File: src/rtl/atmos_light_estimate.sv
// Atmospheric light estimator for haze removal.
// Tracks the brightest dark-channel pixel per frame and latches a clamped A at frame end.
// Video timing and pixel data pass through with one register of latency.
module atmos_light_estimate #(
    parameter int unsigned IMG_WIDTH  = 640,
    parameter int unsigned IMG_HEIGHT = 480,
    parameter logic [7:0]  A_INIT     = 8'd255,
    parameter logic [7:0]  A_MIN      = 8'd100,
    parameter logic [7:0]  A_MAX      = 8'd240
) (
    input  logic       clk,
    input  logic       rst_n,
    input  logic       pre_frame_vsync,
    input  logic       pre_frame_href,
    input  logic       pre_frame_clken,
    input  logic [7:0] pre_img,
    output logic       post_frame_vsync,
    output logic       post_frame_href,
    output logic       post_frame_clken,
    output logic [7:0] post_img,
    output logic [7:0] atmos_light,
    output logic       atmos_valid,
    output logic [9:0] max_x,
    output logic [9:0] max_y
);

    localparam int unsigned CW = 10;
    localparam logic [CW-1:0] X_LAST = CW'(IMG_WIDTH - 1);
    localparam logic [CW-1:0] Y_LAST = CW'(IMG_HEIGHT - 1);

    localparam logic [1:0] S_IDLE   = 2'd0;
    localparam logic [1:0] S_ACTIVE = 2'd1;
    localparam logic [1:0] S_UPDATE = 2'd2;

    logic          post_vsync_q, post_href_q, post_clken_q;
    logic [7:0]    post_img_q;
    logic          vsync_d_q, href_d_q;
    logic          vsync_rise, vsync_fall, href_fall;

    logic [1:0]    state_q, state_d;
    logic [7:0]    run_max_q, run_max_d;
    logic [CW-1:0] run_x_q, run_x_d;
    logic [CW-1:0] run_y_q, run_y_d;
    logic [CW-1:0] x_q, x_d;
    logic [CW-1:0] y_q, y_d;
    logic          seen_q, seen_d;
    logic [7:0]    atmos_light_q, atmos_light_d;
    logic          atmos_valid_q, atmos_valid_d;
    logic [CW-1:0] max_x_q, max_x_d;
    logic [CW-1:0] max_y_q, max_y_d;

    function automatic logic [7:0] clamp_a(input logic [7:0] v);
        if (v < A_MIN)      return A_MIN;
        else if (v > A_MAX) return A_MAX;
        else                return v;
    endfunction

    // One-cycle pass-through of timing and pixel data, independent of the FSM.
    always_ff @(posedge clk or negedge rst_n) begin
        if (!rst_n) begin
            post_vsync_q <= 1'b0;
            post_href_q  <= 1'b0;
            post_clken_q <= 1'b0;
            post_img_q   <= 8'd0;
        end else begin
            post_vsync_q <= pre_frame_vsync;
            post_href_q  <= pre_frame_href;
            post_clken_q <= pre_frame_clken;
            post_img_q   <= pre_img;
        end
    end

    // Edge-detect history; vsync history resets high so a frame already in progress
    // at reset release is not mistaken for a rising edge.
    always_ff @(posedge clk or negedge rst_n) begin
        if (!rst_n) begin
            vsync_d_q <= 1'b1;
            href_d_q  <= 1'b0;
        end else begin
            vsync_d_q <= pre_frame_vsync;
            href_d_q  <= pre_frame_href;
        end
    end

    assign vsync_rise = pre_frame_vsync & ~vsync_d_q;
    assign vsync_fall = ~pre_frame_vsync & vsync_d_q;
    assign href_fall  = ~pre_frame_href & href_d_q;

    // FSM state, running max tracker, pixel counters and latched outputs.
    always_ff @(posedge clk or negedge rst_n) begin
        if (!rst_n) begin
            state_q       <= S_IDLE;
            run_max_q     <= 8'd0;
            run_x_q       <= '0;
            run_y_q       <= '0;
            x_q           <= '0;
            y_q           <= '0;
            seen_q        <= 1'b0;
            atmos_light_q <= A_INIT;
            atmos_valid_q <= 1'b0;
            max_x_q       <= '0;
            max_y_q       <= '0;
        end else begin
            state_q       <= state_d;
            run_max_q     <= run_max_d;
            run_x_q       <= run_x_d;
            run_y_q       <= run_y_d;
            x_q           <= x_d;
            y_q           <= y_d;
            seen_q        <= seen_d;
            atmos_light_q <= atmos_light_d;
            atmos_valid_q <= atmos_valid_d;
            max_x_q       <= max_x_d;
            max_y_q       <= max_y_d;
        end
    end

    // Next-state and next-output logic.
    always_comb begin
        state_d       = state_q;
        run_max_d     = run_max_q;
        run_x_d       = run_x_q;
        run_y_d       = run_y_q;
        x_d           = x_q;
        y_d           = y_q;
        seen_d        = seen_q;
        atmos_light_d = atmos_light_q;
        atmos_valid_d = 1'b0;
        max_x_d       = max_x_q;
        max_y_d       = max_y_q;

        case (state_q)
            S_IDLE: begin
                if (vsync_rise) begin
                    state_d   = S_ACTIVE;
                    run_max_d = 8'd0;
                    run_x_d   = '0;
                    run_y_d   = '0;
                    x_d       = '0;
                    y_d       = '0;
                    seen_d    = 1'b0;
                end
            end
            S_ACTIVE: begin
                if (pre_frame_clken && pre_frame_href) begin
                    // Strict compare keeps the first occurrence on ties.
                    if (!seen_q || (pre_img > run_max_q)) begin
                        run_max_d = pre_img;
                        run_x_d   = x_q;
                        run_y_d   = y_q;
                    end
                    seen_d = 1'b1;
                    if (x_q != X_LAST) x_d = x_q + CW'(1);
                end
                if (href_fall) begin
                    x_d = '0;
                    if (y_q != Y_LAST) y_d = y_q + CW'(1);
                end
                if (vsync_fall) state_d = S_UPDATE;
            end
            S_UPDATE: begin
                if (seen_q) begin
                    atmos_light_d = clamp_a(run_max_q);
                    max_x_d       = run_x_q;
                    max_y_d       = run_y_q;
                    atmos_valid_d = 1'b1;
                end
                state_d = S_IDLE;
            end
            default: state_d = S_IDLE;
        endcase
    end

    assign post_frame_vsync = post_vsync_q;
    assign post_frame_href  = post_href_q;
    assign post_frame_clken = post_clken_q;
    assign post_img         = post_img_q;
    assign atmos_light      = atmos_light_q;
    assign atmos_valid      = atmos_valid_q;
    assign max_x            = max_x_q;
    assign max_y            = max_y_q;

endmodule

File: config.mk
export PLATFORM = sky130hd
export DESIGN_NAME = atmos_light_estimate
export DESIGN_NICKNAME = d
export VERILOG_FILES = /design/src/rtl/atmos_light_estimate.sv
export SDC_FILE = /design/constraint.sdc
export NUM_CORES = 1
export LEC_CHECK = 0
export BUFFER_PORTS_ARGS = -buffer_cell sky130_fd_sc_hd__buf_2
export CAP_MARGIN = 20
export CORE_MARGIN = 1
export CORE_UTILIZATION = 48
export DETAILED_ROUTE_END_ITERATION = 10
export PLACE_DENSITY = 0.77
export SKIP_LAST_GASP = 1
export SLEW_MARGIN = 10
export SYNTH_ARGS = -nofsm -noshare
export SYNTH_HDL_FRONTEND = slang
export SYNTH_SLANG_ARGS = --single-unit
File: constraint.sdc
create_clock -name clk -period 5.75 [get_ports clk]
set_input_delay 1.15 -clock clk [delete_from_list [all_inputs] [get_ports clk]]
set_output_delay 1.15 -clock clk [all_outputs]
set_load 0.01 [all_outputs]
---- Word level (Yosys, flattened, before mapping) ----
Index checks and enable logic that the tools add are counted.
cells by class
  add/subtract/negate cells ............... 2
  $mul .................................... 0
  divide/modulo/power cells ............... 0
  magnitude comparators ................... 3
  equal/unequal tests ..................... 12
  shift operators ......................... 0
  muxes and demuxes ....................... 28
  bitwise gates (word level) .............. 6
  reductions and logical operators ........ 11
operator list
  cell                   number
  $mux 10                10
  $pmux 10 s2            4
  $mux 8                 5
  $add 10x1->10 const B  2
  $pmux 8 s2             1
  $ne 2x2->1 const B     6
  $reduce_and 4->1       3
  $ne 10x10->1 const B   1
  $ne 10x9->1 const B    1
  $gt 8x8->1             1
  $gt 8x8->1 const B     1
  $lt 8x7->1 const B     1
  $ne 3x3->1 const B     2
  $mux 1                 4
  $mux 2                 2
  $pmux 2 s2             1
  $reduce_and 2->1       2
  $and 1x1->1            3
  $not 1->1              3
  $reduce_and 3->1       1
  $eq 2x1->1 const B     1
  $eq 2x2->1 const B     1
  $logic_not 2->1        1
  $pmux 1 s2             1
  4 further kinds        4
storage, ports and cells
  register bits after elaboration ......... 92
  bits in latches ......................... 0
  bits in writable memories ............... 0
  bits in read-only memories .............. 0
  input port bits ......................... 13
  output and inout bits ................... 40
  word-level logic and storage cells ...... 78
  memories kept ........................... 0

---- Longest topological paths before layout ----
  depth in word-level cells ............... 5
  mapped depth ............................ 9
  gate-level depth less buffers ........... 7

---- Least setup slack after synthesis ----
No wires, ideal clock.
  kind .................................... input to register
  start point ............................. input port pre_img[5]
  end point ............................... register run_max_q[2]
  library setup time ...................... 0.121 ns
  arrival ................................. 2.490 ns
  required time ........................... 5.629 ns
  setup slack ............................. 3.139 ns
  stages .................................. 7
  buffers on the path ..................... 1
  cells stage by stage .................... ha_1 -> a21oi_1 -> nor2b_1 -> o21ai_0 -> a211oi_4 -> buf_4 -> a22o_1
between the ends
  word-level cells in the longest chain between the ends .. 4
RTL lines
  item                               line  text
  start, declared                    16    input logic [7:0] pre_img,
  $gt 8x8->1                         147   if (!seen_q || (pre_img > run_max_q)) begin
  $logic_or 1x1->1                   147
  $ne 2x2->1 (no source line)        -
  $reduce_and 4->1 (no source line)  -
  end signal, assigned               105   run_max_q <= run_max_d;
  end, declared                      41    logic [7:0] run_max_q, run_max_d;
No other way between the ends.
A chain may end at the register's enable or synchronous reset.

---- Worst setup path after layout ----
  start point ............................. input port pre_img[5]
  end point ............................... register run_x_q[3]
between the ends
  word-level cells in the longest chain between the ends .. 4
RTL lines
  item                               line  text
  $gt 8x8->1                         147
  $logic_or 1x1->1                   147
  $ne 2x2->1 (no source line)        -
  $reduce_and 4->1 (no source line)  -
  end signal, assigned               106   run_x_q <= run_x_d;
  end, declared                      42    logic [CW-1:0] run_x_q, run_x_d;
No other way between the ends.

==> summary.txt <==
status: completed
Worst-Margin Slew: 0.8818 ns
Ant. Diodes: 0
Post-synth EDFFs: 0
clk sink count: 92
CP Capture Type: flop
width of the die: 92.27 µm
final cell count without fillers: 523
critical path fanouts, max: 28
post-route clock period utilization: 50.31%
Synth top cells by count: dfrtp_1, nand2_1, a22o_1, o21ai_0, nor2_1
grt ovf: 0
WHS Endpoint: max_x[2]$_DFFE_PN0P_
kind of critical path: in -> reg
reg2reg start: run_max_q[7]$_DFFE_PN0P_
Syn Nets: 386
pins over their slew limit: 0
clk slew on worst S/H paths: 0.09 ns
setup_tns: 0 ns
post-synthesis mux area share: 0%
Initial Util: 50.10%
R2R depth: 6
post-CTS setup buffer count: 0
Post-DRT Antenna Nets: 0
Synth Instances: 363
register area share after synthesis: 59.15%
largest area contributor in the netlist: dfrtp_1
# setup viols final: 0
CP Launch Type: input port
Total GRT Usage: 20.04%
CTS tree: yes
drt pass-1 iters: 4
RSZ-0062 raised after global routing: false
Worst Path Arrival: 3.19 ns
Top FF cell, synth: dfrtp_1
Min-Delay Path Class: reg -> reg
routed vias/inst: 5.551
Leakage Power: 2.247 nW
top-level port count: 53
max_slew headroom: 41.22%
Die Footprint: 8514 µm²
core area: 7807 µm²
input/output buffers: 52
share of cells above drive strength 1: 20.19%
placed cell count: 505
Synth Area in Compound Gates: 15.48%
row count: 32
Fill cells: 679
Worst-Skew Late Latency: 0.36 ns
number of synthesis warnings: 0
CTS Buffer Depth: 2
Remaining DRCs: 0
Avg Cell Area, Syn: 10.77 µm²
cts repair resizes: 0
VDD IR max: 0.1200 mV
H-tree depth: 3
Yosys top cell area share: 53.10%
pwr dens: 298.1 nW/µm²
initial drt markers: 180
cell area after synthesis: 3911 µm²
synth top area cells: dfrtp_1, nand2_1, a22o_1
Power, Total: 1.326 mW
most numerous cell in the Yosys netlist: dfrtp_1
first-pass GRT wire length: 13.34 mm
min-delay src: max_x[2]$_DFFE_PN0P_
Area growth syn-to-layout: 13.76%
largest net degree at the start of global routing: 93
clk_skew: 0.01305 ns
Seq cells post-synth: 92
fin crit period: 2.893 ns
Distinct cells, synth: 42
Final nets: 439
Vias: 2903
Critical Path RT: 6.04 ns
r2r endpoint: run_x_q[3]$_DFFE_PN0P_
cts bufs inserted: 9
Simple-Gate Fraction of Synth Area: 16.86%
ys async rst share: 100.0%
CP peak stage delay: 0.78 ns
CTS Root Cell: clkbuf_8
critical path, cell by cell: buf_2 -> ha_1 -> a21oi_1 -> nor2b_1 -> o21ai_0 -> a211o_1 -> a22o_1
Final Hold Fails: 0
largest family of logic cells by synthesized area: simple AND/OR/NAND/NOR gates
GPL Wtd Cong: 0.8207
WHS Path Cells: 2
initial antenna violation count: 0
adder-cell share of the synthesized area: 3.199%
wire per inst: 14.99 µm
hold buffers post-CTS: 0
Max Cap Viol: 0
height of the die: 92.27 µm
DPL Wire Length: 5.325 mm
slowest stage cell, crit path: a211o_1
final WL: 7.838 mm
Fmax: 345.7 MHz
vias in the first global route: 2842
reg2reg setup slack: 3.26 ns
XOR/XNOR share of the synthesized area: 2.015%
## area by class of cell
cell class	count	area (µm²)	area share [%]
clock buffer	10	127.6	2.868
inverter	13	48.80	1.097
timing repair buffer	55	309.0	6.946
tap	102	127.6	2.868
multi-input combinational	245	1469	33.01
sequential	92	2313	52.00
clock inverter	6	53.80	1.209
## per-stage QoR
stage                     worst slack [ns]  area (µm²)  utilization (%)  hold WS, ns
after global routing                 2.677        4449            56.99       0.5086
after CTS                            2.864        4410            56.49       0.4842
after floorplan                      3.139        3911                -       0.4396
after global placement               2.574        4229            54.17       0.4555
final                                2.857        4449            56.99       0.4802
after detailed placement             2.502        4229            54.17       0.4612
## where the power goes
group          switching (mW)  internal [mW]  total, mW
clock network           0.242          0.166      0.408
registers              0.0394          0.702      0.741
logic                   0.108         0.0696      0.177
total                   0.389          0.937       1.33
## worst max-delay path by stage
stage | slack (ns) | to | start
3_3_place_gp | 2.57 | run_y_q[8]$_DFFE_PN0P_ | pre_img[5]
5_1_grt | 2.68 | run_x_q[3]$_DFFE_PN0P_ | pre_img[5]
2_1_floorplan | 3.14 | run_max_q[2]$_DFFE_PN0P_ | pre_img[5]
4_1_cts | 2.86 | run_x_q[3]$_DFFE_PN0P_ | pre_img[5]
6_report | 2.86 | run_x_q[3]$_DFFE_PN0P_ | pre_img[5]
3_5_place_dp | 2.50 | run_y_q[8]$_DFFE_PN0P_ | pre_img[5]
## registers in the layout, indices dropped and copies added, names as in the netlist
register	count
post_frame_clken	1
atmos_valid	1
post_img	8
x_q	10
seen_q	1
y_q	10
max_y	10
vsync_d_q	1
state_q	2
post_frame_vsync	1
atmos_light	8
max_x	10
run_y_q	10
href_d_q	1
run_max_q	8
run_x_q	10
## layout by cell type, fill, tap and decap left out, drive strengths merged, types with 3 or more instances in the layout
| master | n |
|---|---|
| dfrtp | 83 |
| nand2 | 82 |
| buf | 55 |
| a22o | 31 |
| o21ai | 21 |
| nor2 | 17 |
| inv | 17 |
| a21oi | 13 |
| nand3 | 13 |
| ha | 10 |
| clkbuf | 10 |
| dfstp | 9 |
| and3 | 6 |
| nand4 | 6 |
| xor2 | 6 |
| and2 | 3 |
| nor2b | 3 |
| nor3 | 3 |
| xnor2 | 3 |
| o31ai | 3 |
## metal layers
metal  vias up  share of wire (%)  track usage [%]
li1       1374                  -                -
met1      1447                 47            27.72
met2        75                 47            31.78
met3         7                4.4            3.400
met4         0                1.2            7.422
met5         -                  0                0
## critical path, delay by kind of cell
| family | cells | cell delay, ns |
|---|---|---|
| buf+inv | 1 | 0.12 |
| simple gates | 1 | 0.05 |
| fa+ha+maj | 1 | 0.31 |
| compound gates | 4 | 1.55 |
## cell families (layout without fill, tap and decap cells)
kind of cell | count (synthesis) | after routing
compound gates | 82 | 82
xor+xnor | 9 | 9
fa+ha+maj | 10 | 10
buf+inv | 26 | 84
flops | 92 | 92
simple gates | 144 | 144
Note: power is estimated with default switching activity, not from simulation.
